### src/rtl/fifo_pkt_reader_if.sv
// Bundle of the FIFO read port, the packet output stream and packet status for fifo_pkt_reader.
// master = the packet reader itself, slave = the FIFO plus downstream consumer.
interface fifo_pkt_reader_if #(
  parameter int DATA_WIDTH = 8,
  parameter int CNT_WIDTH  = 16
);
  logic                  EMPTY;
  logic [DATA_WIDTH-1:0] RD_DATA;
  logic                  R_INC;
  logic [DATA_WIDTH-1:0] OUT_DATA;
  logic                  OUT_VALID;
  logic                  OUT_READY;
  logic                  OUT_SOP;
  logic                  OUT_EOP;
  logic                  PKT_DONE;
  logic                  PKT_ERR;
  logic [CNT_WIDTH-1:0]  PKT_COUNT;

  modport master (
    input  EMPTY, RD_DATA, OUT_READY,
    output R_INC, OUT_DATA, OUT_VALID, OUT_SOP, OUT_EOP, PKT_DONE, PKT_ERR, PKT_COUNT
  );

  modport slave (
    output EMPTY, RD_DATA, OUT_READY,
    input  R_INC, OUT_DATA, OUT_VALID, OUT_SOP, OUT_EOP, PKT_DONE, PKT_ERR, PKT_COUNT
  );
endinterface

### src/rtl/fifo_pkt_reader.sv
// Drains a first-word-fall-through FIFO into fixed-size packets on a valid/ready stream,
// aborting a partial packet when the FIFO stays empty mid-packet for TIMEOUT cycles.
module fifo_pkt_reader #(
  parameter int DATA_WIDTH = 8,
  parameter int PKT_SIZE   = 10,
  parameter int TIMEOUT    = 16,
  parameter int CNT_WIDTH  = 16
) (
  input  logic             R_CLK,
  input  logic             R_RST,
  fifo_pkt_reader_if.master bus
);
  localparam int IW = $clog2(PKT_SIZE);
  localparam int SW = $clog2(TIMEOUT + 1);
  localparam logic [IW-1:0] IDX_LAST   = IW'(PKT_SIZE - 1);
  localparam logic [SW-1:0] STALL_LAST = SW'(TIMEOUT - 1);

  typedef enum logic [1:0] {IDLE, BODY, ABORT} state_e;

  state_e                state_q, state_d;
  logic [IW-1:0]         idx_q, idx_d;
  logic [SW-1:0]         stall_q, stall_d;
  logic [DATA_WIDTH-1:0] out_data_q, out_data_d;
  logic                  out_valid_q, out_valid_d;
  logic                  out_sop_q, out_sop_d;
  logic                  out_eop_q, out_eop_d;
  logic                  pkt_done_q, pkt_done_d;
  logic [CNT_WIDTH-1:0]  pkt_count_q, pkt_count_d;

  logic load_ok, pop, accept;

  // R_INC is gated by reset so the FIFO is never popped while the reader is being cleared.
  assign load_ok = !out_valid_q || bus.OUT_READY;
  assign pop     = R_RST && !bus.EMPTY && load_ok && (state_q != ABORT);
  assign accept  = out_valid_q && bus.OUT_READY;

  // NOTE: every always_comb output gets its hold value first, so no path can infer a latch.
  always_comb begin
    state_d     = state_q;
    idx_d       = idx_q;
    stall_d     = stall_q;
    out_data_d  = out_data_q;
    out_valid_d = out_valid_q;
    out_sop_d   = out_sop_q;
    out_eop_d   = out_eop_q;

    if (pop) begin
      out_data_d  = bus.RD_DATA;
      out_valid_d = 1'b1;
      out_sop_d   = (idx_q == '0);
      out_eop_d   = (idx_q == IDX_LAST);
      idx_d       = (idx_q == IDX_LAST) ? '0 : idx_q + IW'(1);
    end else if (accept) begin
      out_valid_d = 1'b0;
    end

    // Completion is counted when the EOP beat leaves, not when it is popped.
    pkt_done_d  = accept && out_eop_q;
    pkt_count_d = pkt_done_d ? pkt_count_q + CNT_WIDTH'(1) : pkt_count_q;

    unique case (state_q)
      IDLE: begin
        stall_d = '0;
        if (pop) state_d = BODY;
      end
      BODY: begin
        if (pop) begin
          stall_d = '0;
          if (idx_q == IDX_LAST) state_d = IDLE;
        end else if (bus.EMPTY) begin
          // Backpressured cycles (EMPTY=0, no room) fall through and hold the count.
          stall_d = stall_q + SW'(1);
          if (stall_q == STALL_LAST) state_d = ABORT;
        end
      end
      ABORT: begin
        idx_d   = '0;
        stall_d = '0;
        state_d = IDLE;
      end
      default: state_d = IDLE;
    endcase
  end

  // NOTE: state is updated with non-blocking assignments so all flops see pre-edge values.
  always_ff @(posedge R_CLK) begin
    if (!R_RST) begin
      state_q     <= IDLE;
      idx_q       <= '0;
      stall_q     <= '0;
      out_data_q  <= '0;
      out_valid_q <= 1'b0;
      out_sop_q   <= 1'b0;
      out_eop_q   <= 1'b0;
      pkt_done_q  <= 1'b0;
      pkt_count_q <= '0;
    end else begin
      state_q     <= state_d;
      idx_q       <= idx_d;
      stall_q     <= stall_d;
      out_data_q  <= out_data_d;
      out_valid_q <= out_valid_d;
      out_sop_q   <= out_sop_d;
      out_eop_q   <= out_eop_d;
      pkt_done_q  <= pkt_done_d;
      pkt_count_q <= pkt_count_d;
    end
  end

  assign bus.R_INC     = pop;
  assign bus.OUT_DATA  = out_data_q;
  assign bus.OUT_VALID = out_valid_q;
  assign bus.OUT_SOP   = out_sop_q;
  assign bus.OUT_EOP   = out_eop_q;
  assign bus.PKT_DONE  = pkt_done_q;
  assign bus.PKT_ERR   = (state_q == ABORT);
  assign bus.PKT_COUNT = pkt_count_q;
endmodule

### src/flat_wrapper.sv
// flat-port wrapper written by rule: the top's interface ports become plain ports
module fifo_pkt_reader_flat 
#(
  parameter int DATA_WIDTH = 8,
  parameter int PKT_SIZE   = 10,
  parameter int TIMEOUT    = 16,
  parameter int CNT_WIDTH  = 16
)
  (R_CLK, R_RST, bus_EMPTY, bus_RD_DATA, bus_OUT_READY, bus_R_INC, bus_OUT_DATA, bus_OUT_VALID, bus_OUT_SOP, bus_OUT_EOP, bus_PKT_DONE, bus_PKT_ERR, bus_PKT_COUNT);
  fifo_pkt_reader_if #(.DATA_WIDTH(DATA_WIDTH), .CNT_WIDTH(CNT_WIDTH)) bus_i ();
  input  logic R_CLK;
  input  logic R_RST;
  input wire logic [$bits(bus_i.EMPTY)-1:0] bus_EMPTY;
  input wire logic [$bits(bus_i.RD_DATA)-1:0] bus_RD_DATA;
  input wire logic [$bits(bus_i.OUT_READY)-1:0] bus_OUT_READY;
  output wire logic [$bits(bus_i.R_INC)-1:0] bus_R_INC;
  output wire logic [$bits(bus_i.OUT_DATA)-1:0] bus_OUT_DATA;
  output wire logic [$bits(bus_i.OUT_VALID)-1:0] bus_OUT_VALID;
  output wire logic [$bits(bus_i.OUT_SOP)-1:0] bus_OUT_SOP;
  output wire logic [$bits(bus_i.OUT_EOP)-1:0] bus_OUT_EOP;
  output wire logic [$bits(bus_i.PKT_DONE)-1:0] bus_PKT_DONE;
  output wire logic [$bits(bus_i.PKT_ERR)-1:0] bus_PKT_ERR;
  output wire logic [$bits(bus_i.PKT_COUNT)-1:0] bus_PKT_COUNT;
  assign bus_i.EMPTY = bus_EMPTY;
  assign bus_i.RD_DATA = bus_RD_DATA;
  assign bus_i.OUT_READY = bus_OUT_READY;
  assign bus_R_INC = bus_i.R_INC;
  assign bus_OUT_DATA = bus_i.OUT_DATA;
  assign bus_OUT_VALID = bus_i.OUT_VALID;
  assign bus_OUT_SOP = bus_i.OUT_SOP;
  assign bus_OUT_EOP = bus_i.OUT_EOP;
  assign bus_PKT_DONE = bus_i.PKT_DONE;
  assign bus_PKT_ERR = bus_i.PKT_ERR;
  assign bus_PKT_COUNT = bus_i.PKT_COUNT;
  fifo_pkt_reader #(.DATA_WIDTH(DATA_WIDTH), .PKT_SIZE(PKT_SIZE), .TIMEOUT(TIMEOUT), .CNT_WIDTH(CNT_WIDTH)) u_core (.R_CLK(R_CLK), .R_RST(R_RST), .bus(bus_i));
endmodule
### config.mk
export PLATFORM = sky130hd
export DESIGN_NAME = fifo_pkt_reader_flat
export DESIGN_NICKNAME = d
export VERILOG_FILES = /design/src/rtl/fifo_pkt_reader_if.sv /design/src/rtl/fifo_pkt_reader.sv /design/src/flat_wrapper.sv
export SDC_FILE = /design/constraint.sdc
export NUM_CORES = 1
export LEC_CHECK = 0
export BUFFER_PORTS_ARGS = -buffer_cell sky130_fd_sc_hd__buf_2
export CAP_MARGIN = 25
export CORE_UTILIZATION = 25
export CTS_BUF_LIST = sky130_fd_sc_hd__clkbuf_4 sky130_fd_sc_hd__clkbuf_8
export DETAILED_ROUTE_END_ITERATION = 6
export PLACE_DENSITY = 0.41
export SLEW_MARGIN = 20
export SYNTH_ARGS = -nofsm -noshare
export SYNTH_HDL_FRONTEND = slang
export SYNTH_SLANG_ARGS = --single-unit
### constraint.sdc
create_clock -name R_CLK -period 1.6 [get_ports R_CLK]
set_input_delay 0.32 -clock R_CLK [delete_from_list [all_inputs] [get_ports R_CLK]]
set_output_delay 0.32 -clock R_CLK [all_outputs]
set_load 0.05 [all_outputs]
# Word-level counts from Yosys, hierarchy flattened
# Index checks and enable logic that the tools add are counted.
# W data, S select, Z words.
op_classes:
  add_sub_neg: 3
  eq_ne: 9
  n_mux: 12
  bitwise_logic: 1
  n_reduce_logical: 16
ops:
  columns: ["op", "count"]
  rows:
  - ["$add A16 B1 Y16 const B", 1]
  - ["$mux W2", 5]
  - ["$mux W5", 2]
  - ["$pmux W5 S2", 1]
  - ["$ne A3 B2 Y1 const B", 2]
  - ["$add A5 B1 Y5 const B", 1]
  - ["$eq A5 B4 Y1 const B", 1]
  - ["$logic_and A1 B1 Y1", 5]
  - ["$add A4 B1 Y4 const B", 1]
  - ["$eq A4 B4 Y1 const B", 1]
  - ["$logic_not A4 Y1", 1]
  - ["$mux W4", 1]
  - ["$ne A2 B2 Y1 const B", 2]
  - ["$pmux W2 S2", 1]
  - ["$reduce_and A4 Y1", 1]
  - ["$reduce_bool A2 Y1", 2]
  - ["$reduce_or A2 Y1", 2]
  - ["$ne A3 B3 Y1 const B", 1]
  - ["$eq A2 B1 Y1 const B", 1]
  - ["$eq A2 B2 Y1 const B", 1]
  - ["$logic_not A1 Y1", 2]
  - ["$logic_not A2 Y1", 1]
  - ["$mux W1", 2]
  - ["$reduce_and A2 Y1", 1]
  - ["2 further kinds", 2]
word_totals:
  reg_bits: 39
  input_bits: 12
  out_inout_bits: 30
  word_cells: 50

# Logic depth before layout (Yosys ltp)
depth:
  word_depth: 6
  mapped_depth: 8
  ltp_nobuf: 6

# Least setup slack after synthesis
# Ideal clock, no wire load.
synth_timing:
  kind: "register to register"
  from: "register u_core.out_valid_q, in the netlist u_core.bus.OUT_VALID"
  to: "register u_core.pkt_count_q[14], in the netlist u_core.bus.PKT_COUNT[14]"
  arrival_ps: 1665
  required_time_ps: 1480
  path_slack_ps: -185
  path_stages_with_launch: 5
  n_path_buf: 0
  path_cell_list: "dfxtp_1 -> nand3_1 -> nor4_2 -> nand3_1 -> mux2i_1"
synth_via:
  elab_chain_len: 2
synth_lines:
  columns: ["element", "line", "text"]
  rows:
  - ["start: declaration", "fifo_pkt_reader.sv:24", "logic out_valid_q, out_valid_d;"]
  - ["start signal: assignment", "fifo_pkt_reader.sv:102", "out_valid_q <= out_valid_d;"]
  - ["$logic_and A1 B1 Y1", "fifo_pkt_reader.sv:35", "assign accept = out_valid_q && bus.OUT_READY;"]
  - ["$logic_and A1 B1 Y1", "fifo_pkt_reader.sv:58", "pkt_done_d = accept && out_eop_q;"]
  - ["end signal: assignment", "fifo_pkt_reader.sv:106", "pkt_count_q <= pkt_count_d;"]
  - ["end: declaration", "fifo_pkt_reader.sv:28", "logic [CNT_WIDTH-1:0] pkt_count_q, pkt_count_d;"]
# Every way passes these cells.
# A chain may end at the register's enable or synchronous reset.

# Worst setup path after layout
layout_timing:
  from: "register u_core.state_q[0]"
  to: "output port bus_R_INC"
layout_via:
  elab_chain_len: 2
layout_lines:
  columns: ["element", "line", "text"]
  rows:
  - ["start: declaration", "fifo_pkt_reader.sv:20", "state_e state_q, state_d;"]
  - ["start signal: assignment", "fifo_pkt_reader.sv:98", "state_q <= state_d;"]
  - ["$ne A2 B2 Y1", "fifo_pkt_reader.sv:34", "assign pop = R_RST && !bus.EMPTY && load_ok && (state_q != ABORT);"]
  - ["$logic_and A1 B1 Y1", "fifo_pkt_reader.sv:34", null]
  - ["end: declaration", "flat_wrapper.sv:16", "output wire logic [$bits(bus_i.R_INC)-1:0] bus_R_INC;"]
# Every way passes these cells.

==> flow_summary.yaml <==
synthesis:
  synth_area_per_cell_um2: 8.64
  synth_seq_cells: 39
  synth_area_leaders: "dfxtp_1 (44%), nand2_1 (7.6%), o21ai_0 (4.5%)"
  yosysSeqAreaShare: 0.439
  synth_area_um2: 1780
  yosysWarnings: 0
  yosysTopAreaCell: "dfxtp_1"
  syn-num-nets: 221
  synth_cell_types: 40
  synth_cells: 206
  synthDominantCellAreaShare: 0.439
detailed_routing:
  dr.pass1.iters: 4
  routedWlPerCell_um: 11.5
  drt_wl_total_um: 4040
  postRouteAntennaNets: 0
  num_vias: 1502
  drcViolationCount: 0
  first_iter_violations: 57
  via_per_inst: 4.28
worst_setup_path:
  start_kind: "flop"
  crit_required_ps: 1280
  cp.buffers_inverters: 2
  crit_type: "reg -> out"
  crit_fanout: 3
  cpPeakStageDelay_ps: 330
  cp_cell_sequence: "nand2b_4 -> inv_8 -> nor4b_4 -> buf_6"
  cp_slowest_cell: "dfxtp_2"
  crit_family: "simple AND/OR/NAND/NOR gates"
  r2r_cells: 6
  path_depth: 4
  worstPathArrival_ps: 1300
  cp-end-kind: "primary output"
hold_path:
  hold_path.class: "in -> reg"
  hold_depth: 3
clocking:
  postCtsHoldBufs: 0
  cts-root-buf: "clkbuf_8"
  clock_latency_ps: 290
  htree_levels: 2
  cts_tree: "built"
  cts_buffer_depth: 2
  cts.sinks: 39
  path_clk_slew_ps: 80
  cts_buffers: 5
timing:
  final_hold_viol_count: 0
  fmax_mhz: 617
  skew_ps: 6.23
  fin_crit_ps: 1620
  period_share: 1.01
  tightestPinTransition_ps: 415
  maxSlewViolCount: 0
  final-setup-viol-count: 1
  tns_ps: -21.5
  setup_ws_ps: -21.5
  rsz0062_at_grt: "true"
  slew_headroom: 0.721
run_status:
  violations: "negative setup slack"
  outcome: "complete, but fails checks"
global_routing:
  first_global_vias: 1437
  grt_usage: 0.119
  overflow: 0
  grt_max_degree: 24
  grt_pass1_wl_um: 6950
  antenna_found_initial: 0
power:
  finalPower_mw: 2.05
  p_leak_nw: 1.02
  peakVddDrop_mv: 0.279
  power_density_nw_per_um2: 896
cells_and_area:
  diodes: 0
  layout-drive-gt1-share: 0.333
  synthToLayoutAreaGrowth_pct: 28.3
  fin_nets: 270
floorplan:
  die-width_um: 86.4
  dieArea_um2: 7460
  io_pins: 42
  start_util: 0.261
  rows: 30
  fp.dieH_um: 86.4
  core_area_um2: 6830
run:
  cap_violations: 0
place:
  portBuffers: 41
  gp_congestion: 0.712
  dp_worst_setup_slack_ps: 67.7
  dp_hpwl_um: 2890
## placed cells by master, fill, tap and decap left out, drive strengths merged, types with 4 or more instances in the layout
cell type,n
or3,4
xnor2,8
dfxtp,39
clkbuf,6
nand2,36
a21boi,5
buf,54
and3,6
nand2b,4
nor2,9
and2,11
a21oi,6
o21ai,16
inv,4
nand4,6
nand3,10
## kinds of logic (layout without fill, tap and decap cells)
logic type | Yosys count | count (layout) | share of synthesized area
mux | 3 | 3 | 0.0176
simple gates | 96 | 96 | 0.289
fa+ha+maj | 3 | 3 | 0.0211
compound gates | 38 | 38 | 0.133
buf+inv | 16 | 65 | 0.0471
flops | 39 | 39 | 0.439
xor+xnor | 11 | 11 | 0.0541
## worst paths after layout
kind	from	end	slack, ps
setup reg to reg	u_core.state_q[0]$_SDFFE_PN0P_	u_core.idx_q[1]$_SDFFE_PP0P_	140
setup / recovery	u_core.state_q[0]$_SDFFE_PN0P_	bus_R_INC	-20
hold / removal	bus_RD_DATA[2]	u_core.bus.OUT_DATA[2]$_SDFFE_PN0P_	230
hold reg to reg	u_core.bus.OUT_DATA[1]$_SDFFE_PN0P_	u_core.bus.OUT_DATA[1]$_SDFFE_PN0P_	460
## state kept, by name (all words and copies together), names as in the netlist
name and cells:
u_core.bus.OUT_DATA 8, u_core.bus.OUT_EOP 1, u_core.bus.OUT_SOP 1, u_core.bus.OUT_VALID 1
u_core.bus.PKT_COUNT 16, u_core.bus.PKT_DONE 1, u_core.idx_q 4, u_core.stall_q 5
u_core.state_q 2
## metrics by stage
| stage | cell area [um2] | hold slack, ps | utilization | instances |
|---|---|---|---|---|
| after global placement | 2160 | 447 | 0.316 | 343 |
| after detailed placement | 2160 | 452 | 0.316 | 343 |
| after floorplan | 1820 | 424 | - | 206 |
| final | 2280 | 226 | 0.334 | 351 |
| after CTS | 2280 | 215 | 0.334 | 351 |
| after global routing | 2280 | 228 | 0.334 | 351 |
## report_power, final
group / internal [mW] / switching [mW]
Clock: 0.474 / 0.339
Combinational: 0.0682 / 0.149
Sequential: 0.997 / 0.0196
Total: 1.54 / 0.507
## final cells by class
class / instances / area (um2)
fill: 745 / 4550
multi-input combinational: 151 / 928
sequential: 39 / 798
timing repair buffer: 54 / 309
tap: 96 / 120
clock buffer: 6 / 76.3
clock inverter: 1 / 30.0
inverter: 4 / 22.5
## layer usage
metal,vias to the layer above,global-route usage,share of wire
met5,-,0,0
met4,0,0.0485,0.0094
met3,4,0.0390,0.056
met2,36,0.179,0.42
met1,655,0.157,0.51
li1,807,-,-
## cells in the mapped netlist
library cell and count:
buf_4 1, nor3_1 3, nor2b_1 1, dfxtp_1 39
inv_2 1, xnor2_1 8, a31o_2 3, clkbuf_1 4
xor2_1 3, nor2_1 9, clkbuf_2 2, or3_1 4
inv_1 3, buf_2 2, and4_1 2, nand3_1 10
o211ai_1 1, nor4b_4 1, a21oi_1 6, nand2b_1 3
o21ai_0 16, buf_6 2, o21a_1 2, mux2i_1 2
a21o_1 1, nand2_1 36, nand4_2 1, o211a_1 2
and2_1 11, a31oi_1 2, mux2_2 1, nor4bb_1 1
nand2b_2 1, ha_1 3, a21boi_0 5, and3_1 6
nand4_1 5, nand3b_1 1, buf_1 1, nor4_2 1
## worst min-delay path: stages
cell and delay, ps:
buf_2 70, nand2_1 30, o21ai_0 50
## repair_timing
action                                  4_1_cts  5_1_grt
endpoints found under the hold margin         0        0
endpoints found under the setup margin        1        2
setup buffers                                 1        0
resized for setup                             4        0
pin swaps                                     1        0
Power figures use the tool's default switching activity.
